$ cat config.mk
export PLATFORM = sky130hd
export DESIGN_NAME = gray_bcd_display
export DESIGN_NICKNAME = d
export VERILOG_FILES = /design/src/rtl/gray_disp_pkg.sv /design/src/rtl/seg7_decoder.sv /design/src/rtl/gray_bcd_display.sv
export SDC_FILE = /design/constraint.sdc
export NUM_CORES = 1
export LEC_CHECK = 0
export CAP_MARGIN = 0
export CORE_UTILIZATION = 40
export CTS_CLUSTER_DIAMETER = 200
export DETAILED_ROUTE_END_ITERATION = 8
export PLACE_DENSITY = 0.75
export SKIP_LAST_GASP = 1
export SYNTH_ARGS = -nofsm -noshare
export SYNTH_HDL_FRONTEND = slang
export SYNTH_SLANG_ARGS = --single-unit
$ cat constraint.sdc
create_clock -name clk -period 1.75 [get_ports clk]
set_input_delay 0.525 -clock clk [delete_from_list [all_inputs] [get_ports clk]]
set_output_delay 0.525 -clock clk [all_outputs]
set_load 0.01 [all_outputs]
$ cat src/rtl/gray_disp_pkg.sv
// Shared types, segment constants and Gray decoding for the gray_bcd_display demo.
// Segment vectors are ordered {g,f,e,d,c,b,a} and are active-high here;
// any board-level polarity inversion happens in the top.
package gray_disp_pkg;

  typedef logic [6:0] seg7_t;

  localparam seg7_t SEG_0     = 7'b0111111; // abcdef
  localparam seg7_t SEG_1     = 7'b0000110; // bc
  localparam seg7_t SEG_2     = 7'b1011011; // abdeg
  localparam seg7_t SEG_3     = 7'b1001111; // abcdg
  localparam seg7_t SEG_4     = 7'b1100110; // bcfg
  localparam seg7_t SEG_5     = 7'b1101101; // acdfg
  localparam seg7_t SEG_6     = 7'b1111101; // acdefg
  localparam seg7_t SEG_7     = 7'b0000111; // abc
  localparam seg7_t SEG_8     = 7'b1111111; // abcdefg
  localparam seg7_t SEG_9     = 7'b1101111; // abcdfg
  localparam seg7_t SEG_BLANK = 7'b0000000;

  // Each binary bit is the XOR of all Gray bits at or above it.
  function automatic logic [3:0] gray2bin(input logic [3:0] g);
    logic [3:0] b;
    b[3] = g[3];
    for (int i = 2; i >= 0; i--) begin
      b[i] = b[i+1] ^ g[i];
    end
    return b;
  endfunction

endpackage

$ cat src/rtl/seg7_decoder.sv
// Combinational BCD to active-high 7-segment decoder; codes above 9 blank the digit.
module seg7_decoder
  import gray_disp_pkg::*;
(
  input  logic [3:0] bcd_i,
  output seg7_t      seg_o
);

  // Map one decimal digit onto its segment pattern.
  always_comb begin
    seg_o = SEG_BLANK;
    case (bcd_i)
      4'd0:    seg_o = SEG_0;
      4'd1:    seg_o = SEG_1;
      4'd2:    seg_o = SEG_2;
      4'd3:    seg_o = SEG_3;
      4'd4:    seg_o = SEG_4;
      4'd5:    seg_o = SEG_5;
      4'd6:    seg_o = SEG_6;
      4'd7:    seg_o = SEG_7;
      4'd8:    seg_o = SEG_8;
      4'd9:    seg_o = SEG_9;
      default: seg_o = SEG_BLANK;
    endcase
  end

endmodule

$ cat src/rtl/gray_bcd_display.sv
// Board top for the tang9k Gray-input demo: synchronizes four Gray switches,
// decodes to binary, shows it on 4 LEDs and as decimal on two 7-segment digits.
// Optional macro SEG_COMMON_ANODE_EN inverts all 14 segment outputs for
// common-anode displays (reset then drives them high = blank); LEDs unaffected.
// SYNC_STAGES must be at least 2.
module gray_bcd_display
  import gray_disp_pkg::*;
#(
  parameter int SYNC_STAGES = 2
) (
  input  logic       clk,
  input  logic       rst_n,
  input  logic       ag,
  input  logic       bg,
  input  logic       cg,
  input  logic       dg,
  output logic [3:0] led,
  output logic       au, bu, cu, du, eu, fu, gu,
  output logic       ad, bd, cd, dd, ed, fd, gd
);

`ifdef SEG_COMMON_ANODE_EN
  localparam seg7_t SEG_OFF = ~SEG_BLANK;
`else
  localparam seg7_t SEG_OFF = SEG_BLANK;
`endif

  logic [3:0] sync_q [SYNC_STAGES];
  logic [3:0] gray;
  logic [3:0] bin;
  logic [3:0] units;
  logic [3:0] tens;
  seg7_t      useg_raw;
  seg7_t      dseg_raw;
  logic [3:0] led_d, led_q;
  seg7_t      useg_d, useg_q;
  seg7_t      dseg_d, dseg_q;

  for (genvar s = 0; s < SYNC_STAGES; s++) begin : g_sync
    if (s == 0) begin : g_first
      // First synchronizer flop samples the raw switch pins.
      always_ff @(posedge clk or negedge rst_n) begin
        if (!rst_n) sync_q[0] <= 4'b0000;
        else        sync_q[0] <= {ag, bg, cg, dg};
      end
    end else begin : g_rest
      // Later flops give metastability time to resolve.
      always_ff @(posedge clk or negedge rst_n) begin
        if (!rst_n) sync_q[s] <= 4'b0000;
        else        sync_q[s] <= sync_q[s-1];
      end
    end
  end

  assign gray = sync_q[SYNC_STAGES-1];

  // Decode Gray to binary and split into tens/units digits.
  always_comb begin
    bin = gray2bin(gray);
    if (bin >= 4'd10) begin
      tens  = 4'd1;
      units = bin - 4'd10;
    end else begin
      tens  = 4'd0;
      units = bin;
    end
  end

  seg7_decoder u_units (.bcd_i(units), .seg_o(useg_raw));
  seg7_decoder u_tens  (.bcd_i(tens),  .seg_o(dseg_raw));

  // Apply board segment polarity ahead of the output register.
  always_comb begin
    led_d = bin;
`ifdef SEG_COMMON_ANODE_EN
    useg_d = ~useg_raw;
    dseg_d = ~dseg_raw;
`else
    useg_d = useg_raw;
    dseg_d = dseg_raw;
`endif
  end

  // LEDs and both digits update on the same edge so digits never disagree.
  always_ff @(posedge clk or negedge rst_n) begin
    if (!rst_n) begin
      led_q  <= 4'b0000;
      useg_q <= SEG_OFF;
      dseg_q <= SEG_OFF;
    end else begin
      led_q  <= led_d;
      useg_q <= useg_d;
      dseg_q <= dseg_d;
    end
  end

  assign led = led_q;
  assign {gu, fu, eu, du, cu, bu, au} = useg_q;
  assign {gd, fd, ed, dd, cd, bd, ad} = dseg_q;

endmodule

-- After elaboration in Yosys (flattened, before gate mapping)
Memories as Yosys holds them, arrays and structs flattened. A register that Yosys moved wholly into a read port is not among the register bits.
Index checks and enable logic that the tools add are counted.
- $add $sub $neg: 1
- order comparisons: 1
- mux-type cells: 2
- bitwise logic cells: 3
- reductions and logical operators: 2
- operators with widths (operator ; count):
    $ge 4x4->1 const B ; 1
    $mux 4 ; 1
    $sub 4x4->4 const B ; 1
    $xor 1x1->1 ; 3
    $logic_not 1->1 ; 2
    $mux 1 ; 1
- flip-flop bits (word level): 12
- ROM bits: 224
- input bits: 6
- output and inout port bits: 18
- memories: 2
- memories (name ; words ; width ; read ports ; clocked after Yosys merged registers in ; wr ports ; line ; text):
    (no name shown) ; 16 ; 7 ; 1 ; 1 ; 0 ; seg7_decoder.sv:12 ; case (bcd_i)
    (no name shown) ; 16 ; 7 ; 1 ; 1 ; 0 ; seg7_decoder.sv:12 ;

-- Longest topological paths before layout
- depth after elaboration: 5
- gate-level depth with buffers: 9
- mapped depth without buffers: 8

-- By module
A second synthesis with hierarchy kept.
- cell total of the unflattened synthesis: 98
- area, all modules: 1206.2 um^2
- by module, submodules not included (module ; instances ; cells each ; area an instance (um^2) ; sequential area each (um^2)):
    gray_bcd_display ; 1 ; 46 ; 803.3 ; 650.6
    seg7_decoder ; 2 ; 26 ; 201.4 ; 0.0

-- Worst setup path after synthesis
No wires, ideal clock.
- kind: reg-to-reg
- start point: reg sync_q (netlist bit gray[3])
- end point: reg useg_q[3]
- library setup time: 0.136 ns
- data arrival time: 1.807 ns
- path slack: -0.193 ns
- stages on the path, launching flop included: 7
- clock period less this slack: 1.943 ns
- cells stage by stage: dfrtp_1 -> ha_1 -> xnor2_2 -> mux2_4 -> ha_1 -> nor2_1 -> nor3_1
- word-level cells in the longest chain between the ends: 5
- elaborated cells on any way between the ends: 6
- classes of those cells: add/sub: 1; order compare: 1; mux: 1; bitwise: 3
- ends and longest elaborated chain (what ; line ; text):
    start: declaration ; gray_bcd_display.sv:28 ; logic [3:0] sync_q [SYNC_STAGES];
    start signal: indexed assignment ; gray_bcd_display.sv:50 ; else sync_q[s] <= sync_q[s-1];
    $xor 1x1->1 * (2 in series) ; gray_disp_pkg.sv:25 ; b[i] = b[i+1] ^ g[i];
    via bin[1] ; gray_bcd_display.sv:30 ; logic [3:0] bin;
    $xor 1x1->1 ; gray_disp_pkg.sv:25 ;
    $sub 4x4->4 or $ge 4x4->1 (tied branches) ; gray_bcd_display.sv:62, gray_bcd_display.sv:60 ;
    $mux 4 * ; gray_bcd_display.sv:60 ; if (bin >= 4'd10) begin
    end: declaration ; gray_bcd_display.sv:36 ; seg7_t useg_d, useg_q;
Mark *: on every way through the listed nets, which the timed path passes. The rest lies on a longest branch.

-- Final worst setup path
- start point: reg sync_q (netlist bit gray[3])
- end point: reg useg_q[4]
- word-level cells in the longest chain between the ends: 5
- elaborated cells on any way between the ends: 6
- classes of those cells: add/sub: 1; order compare: 1; mux: 1; bitwise: 3
- ends and longest elaborated chain (what ; line):
    $xor 1x1->1 (3 in series) ; gray_disp_pkg.sv:25
    $sub 4x4->4 or $ge 4x4->1 (tied branches) ; gray_bcd_display.sv:62, gray_bcd_display.sv:60
    $mux 4 * ; gray_bcd_display.sv:60
Every way passes the cells marked *; elsewhere a longest branch is shown, timed or not.

==> metrics.txt <==
status finished with violations; failing checks negative setup slack; Worst Path Buf+Inv 1; final core occ 62.0%; most frequent cells in the layout 20 x dfrtp_1, 14 x clkdlybuf4s50_1, 13 x buf_4, 5 x dlymetal6s2s_1, 4 x a21oi_1; DRT Wirelength 1.74 mm; Final setup viols 5; commonest non-fill, non-tap cell in the layout dfrtp_1; Crit Path Max Fanout 4; clk_lat worst skew slightly above 0.3 ns; hold buffers post-CTS 0; register bit total from synthesis 21; DRC Markers 0; Yosys cell types 27; cell family with most CP delay compound AO/OA/AOI/OAI gates; worst path cell trace buf_4 > ha_1 > and2b_2 > o21ai_1 > a21o_2 > a311oi_1 > a31o_1; Clock Skew 0.00761 ns; final critical-path required period 1.81 ns; area of the core 2190 um2; port bufs 22; FMAX 551 MHz; adder-cell share of the synthesized area roughly 6.8%; H-tree levels 1; fill count 171; Initial Util a little over two fifths; Power Total 1.21 mW; worst setup path category register to register; crit share post-route 104%; Cell Area, Synth 922 um2; First-pass DRT Iterations 4; syn nets between 80 and 90; CTS tree built; syn avg cell area approximately 12 um2; post-synthesis compound-gate area fraction 16.1%; met2 wire length 927 um; Worst EP required 1.96 ns; Post-Synth XOR/XNOR Area 3.53%; Ant. Diodes 0; die span in y 50.0 um; vias per cell 5.07; Post-Route M1 WL 711 um; Final Max Slew Viols 0; final hold violations 0; clk slew on worst S/H paths around 0.12 ns; Die Wd approximately 50 um; FF+latch area between 500 and 600 um2; vias in the first global route 670; vias approximately 700; DP Wirelength approximately 1.2 mm; Max Cap Viol 0; P&R area growth vs syn 47.2%; CTS max path bufs 2; Tot GR Track Use between 10% and 20%; largest net degree at the start of global routing 22; num rows 17; ratio of cells with drive above 1 in the final layout between 30% and 40%; largest family of logic cells by synthesized area compound AO/OA/AOI/OAI gates; clock sink total 21; Warnings, synthesis 0; P_leak 0.623 nW; critical path's largest stage delay 0.44 ns; I/O pin count 24; cts bufs inserted 3; mux share of post-synthesis cell area 1.63%; CP max stage cell dfrtp_2; crit start category register; Worst Hold Class register to register; Initial DRC Count 8; Post-Synth Simple-Gate Area 6.24%; Die Area 2500 um2; Setup WS post-layout -0.0636 ns; area of the multi-input gates a little over 400 um2; sequential area share after synthesis 57.0%; pwr dens 894 nW/um2; wire per inst 12.6 um; uppermost layer routed met4; Worst VDD drop 0.671 mV; GPL Wtd Cong 0.788; clock root cell clkbuf_4; antenna violations before repair 0; RSZ-0062 raised after global routing true; post-synthesis cell count 77; final antenna-violating net count 0; total gr overflow 0; met3 wire length 58 um; first-pass GRT wire length roughly 3 mm; Arr. time, crit path 2.03 ns; nets 122; Crit. End Element register
==> cell type report <==
class,count,share of cell area [%]
clock buffers,3,1.66
clock inverters,1,0.369
inverters,5,1.38
multi-input cells,44,30.3
flip-flops and latches,21,38.8
well taps,28,2.58
repair buffers,36,24.9
==> final timing paths <==
kind | from | end | slack (ns) | cells past startpoint
worst max-delay path | gray[3]$_DFF_PN0_ | useg_q[4]$_DFF_PN0_ | -0.06 | 7
worst min-delay path | sync_q[4]$_DFF_PN0_ | gray[0]$_DFF_PN0_ | 0.37 | 0
worst max register to register | gray[3]$_DFF_PN0_ | useg_q[4]$_DFF_PN0_ | -0.06 | 7
worst min register to register | sync_q[4]$_DFF_PN0_ | gray[0]$_DFF_PN0_ | 0.37 | 0
max in group asynchronous | rst_n | gray[3]$_DFF_PN0_ | 0.99 | 2
min in group asynchronous | rst_n | useg_q[4]$_DFF_PN0_ | 0.53 | 2
==> registers in the layout, summed over array words and instances (netlist names) <==
signal / flops
dseg_q: 2
led: 4
useg_q: 7
sync_q: 4
gray: 4
==> stage by stage <==
stage | setup TNS, ns | hold slack, ns | instances | setup WS, ns | cell area (um2)
after floorplan | -0.0571 | 0.229 | 77 | -0.0367 | 972
after global placement | -0.296 | 0.333 | 129 | -0.121 | 1240
after detailed placement | -0.538 | 0.338 | 129 | -0.167 | 1240
after CTS | -0.459 | 0.373 | 138 | -0.118 | 1310
after global routing | -0.864 | 0.384 | 138 | -0.154 | 1360
final | -0.175 | 0.369 | 138 | -0.0636 | 1360
==> metal layers <==
metal / vias to the layer above / GRT usage [%]
li1: 325 / -
met1: 345 / 18.7
met2: 24 / 27.6
met3: 5 / 2.16
met4: 0 / 9.05
met5: - / 0
==> cell usage after synthesis <==
master	n	share of area [%]
ha_1	5	6.8
inv_1	5	2.0
conb_1	2	0.81
a211oi_1	1	0.81
o22ai_1	1	0.68
mux2_4	1	1.6
nor2_1	3	1.2
dfrtp_1	21	57
buf_4	5	4.1
clkbuf_2	1	0.54
a21o_2	2	1.9
a211oi_2	1	1.4
nor2b_1	1	0.68
nand2_1	3	1.2
a21oi_1	5	2.7
buf_6	1	1.2
nor3_1	4	2.2
a32oi_1	1	0.95
a311oi_1	1	0.95
xor2_2	1	1.8
a31o_1	1	0.95
xnor2_2	1	1.8
a32o_1	1	1.1
o21a_1	1	0.81
o21ai_0	6	3.3
a31oi_1	1	0.68
and2b_2	1	0.95
==> repair_timing <==
| item | in CTS | in global routing |
|---|---|---|
| gates resized for setup | 4 | 14 |
| setup endpoints to repair | 11 | 12 |
| setup buffers | 5 | 0 |
| pin swaps | 6 | 2 |
==> power breakdown <==
part	switching [mW]	internal, mW	leakage (nW)	total [mW]
clock	0.145	0.0855	0.0177	0.231
combinational	0.194	0.226	0.361	0.420
sequential	0.0191	0.544	0.245	0.563
total	0.359	0.855	0.623	1.21
==> logic make-up after synthesis <==
group,after synthesis
flops,21
mux,1
simple gates,12
buf+inv,12
xor+xnor,2
other cells,2
fa+ha+maj,5
compound gates,22
No activity file was read; power rests on OpenSTA's default activity.
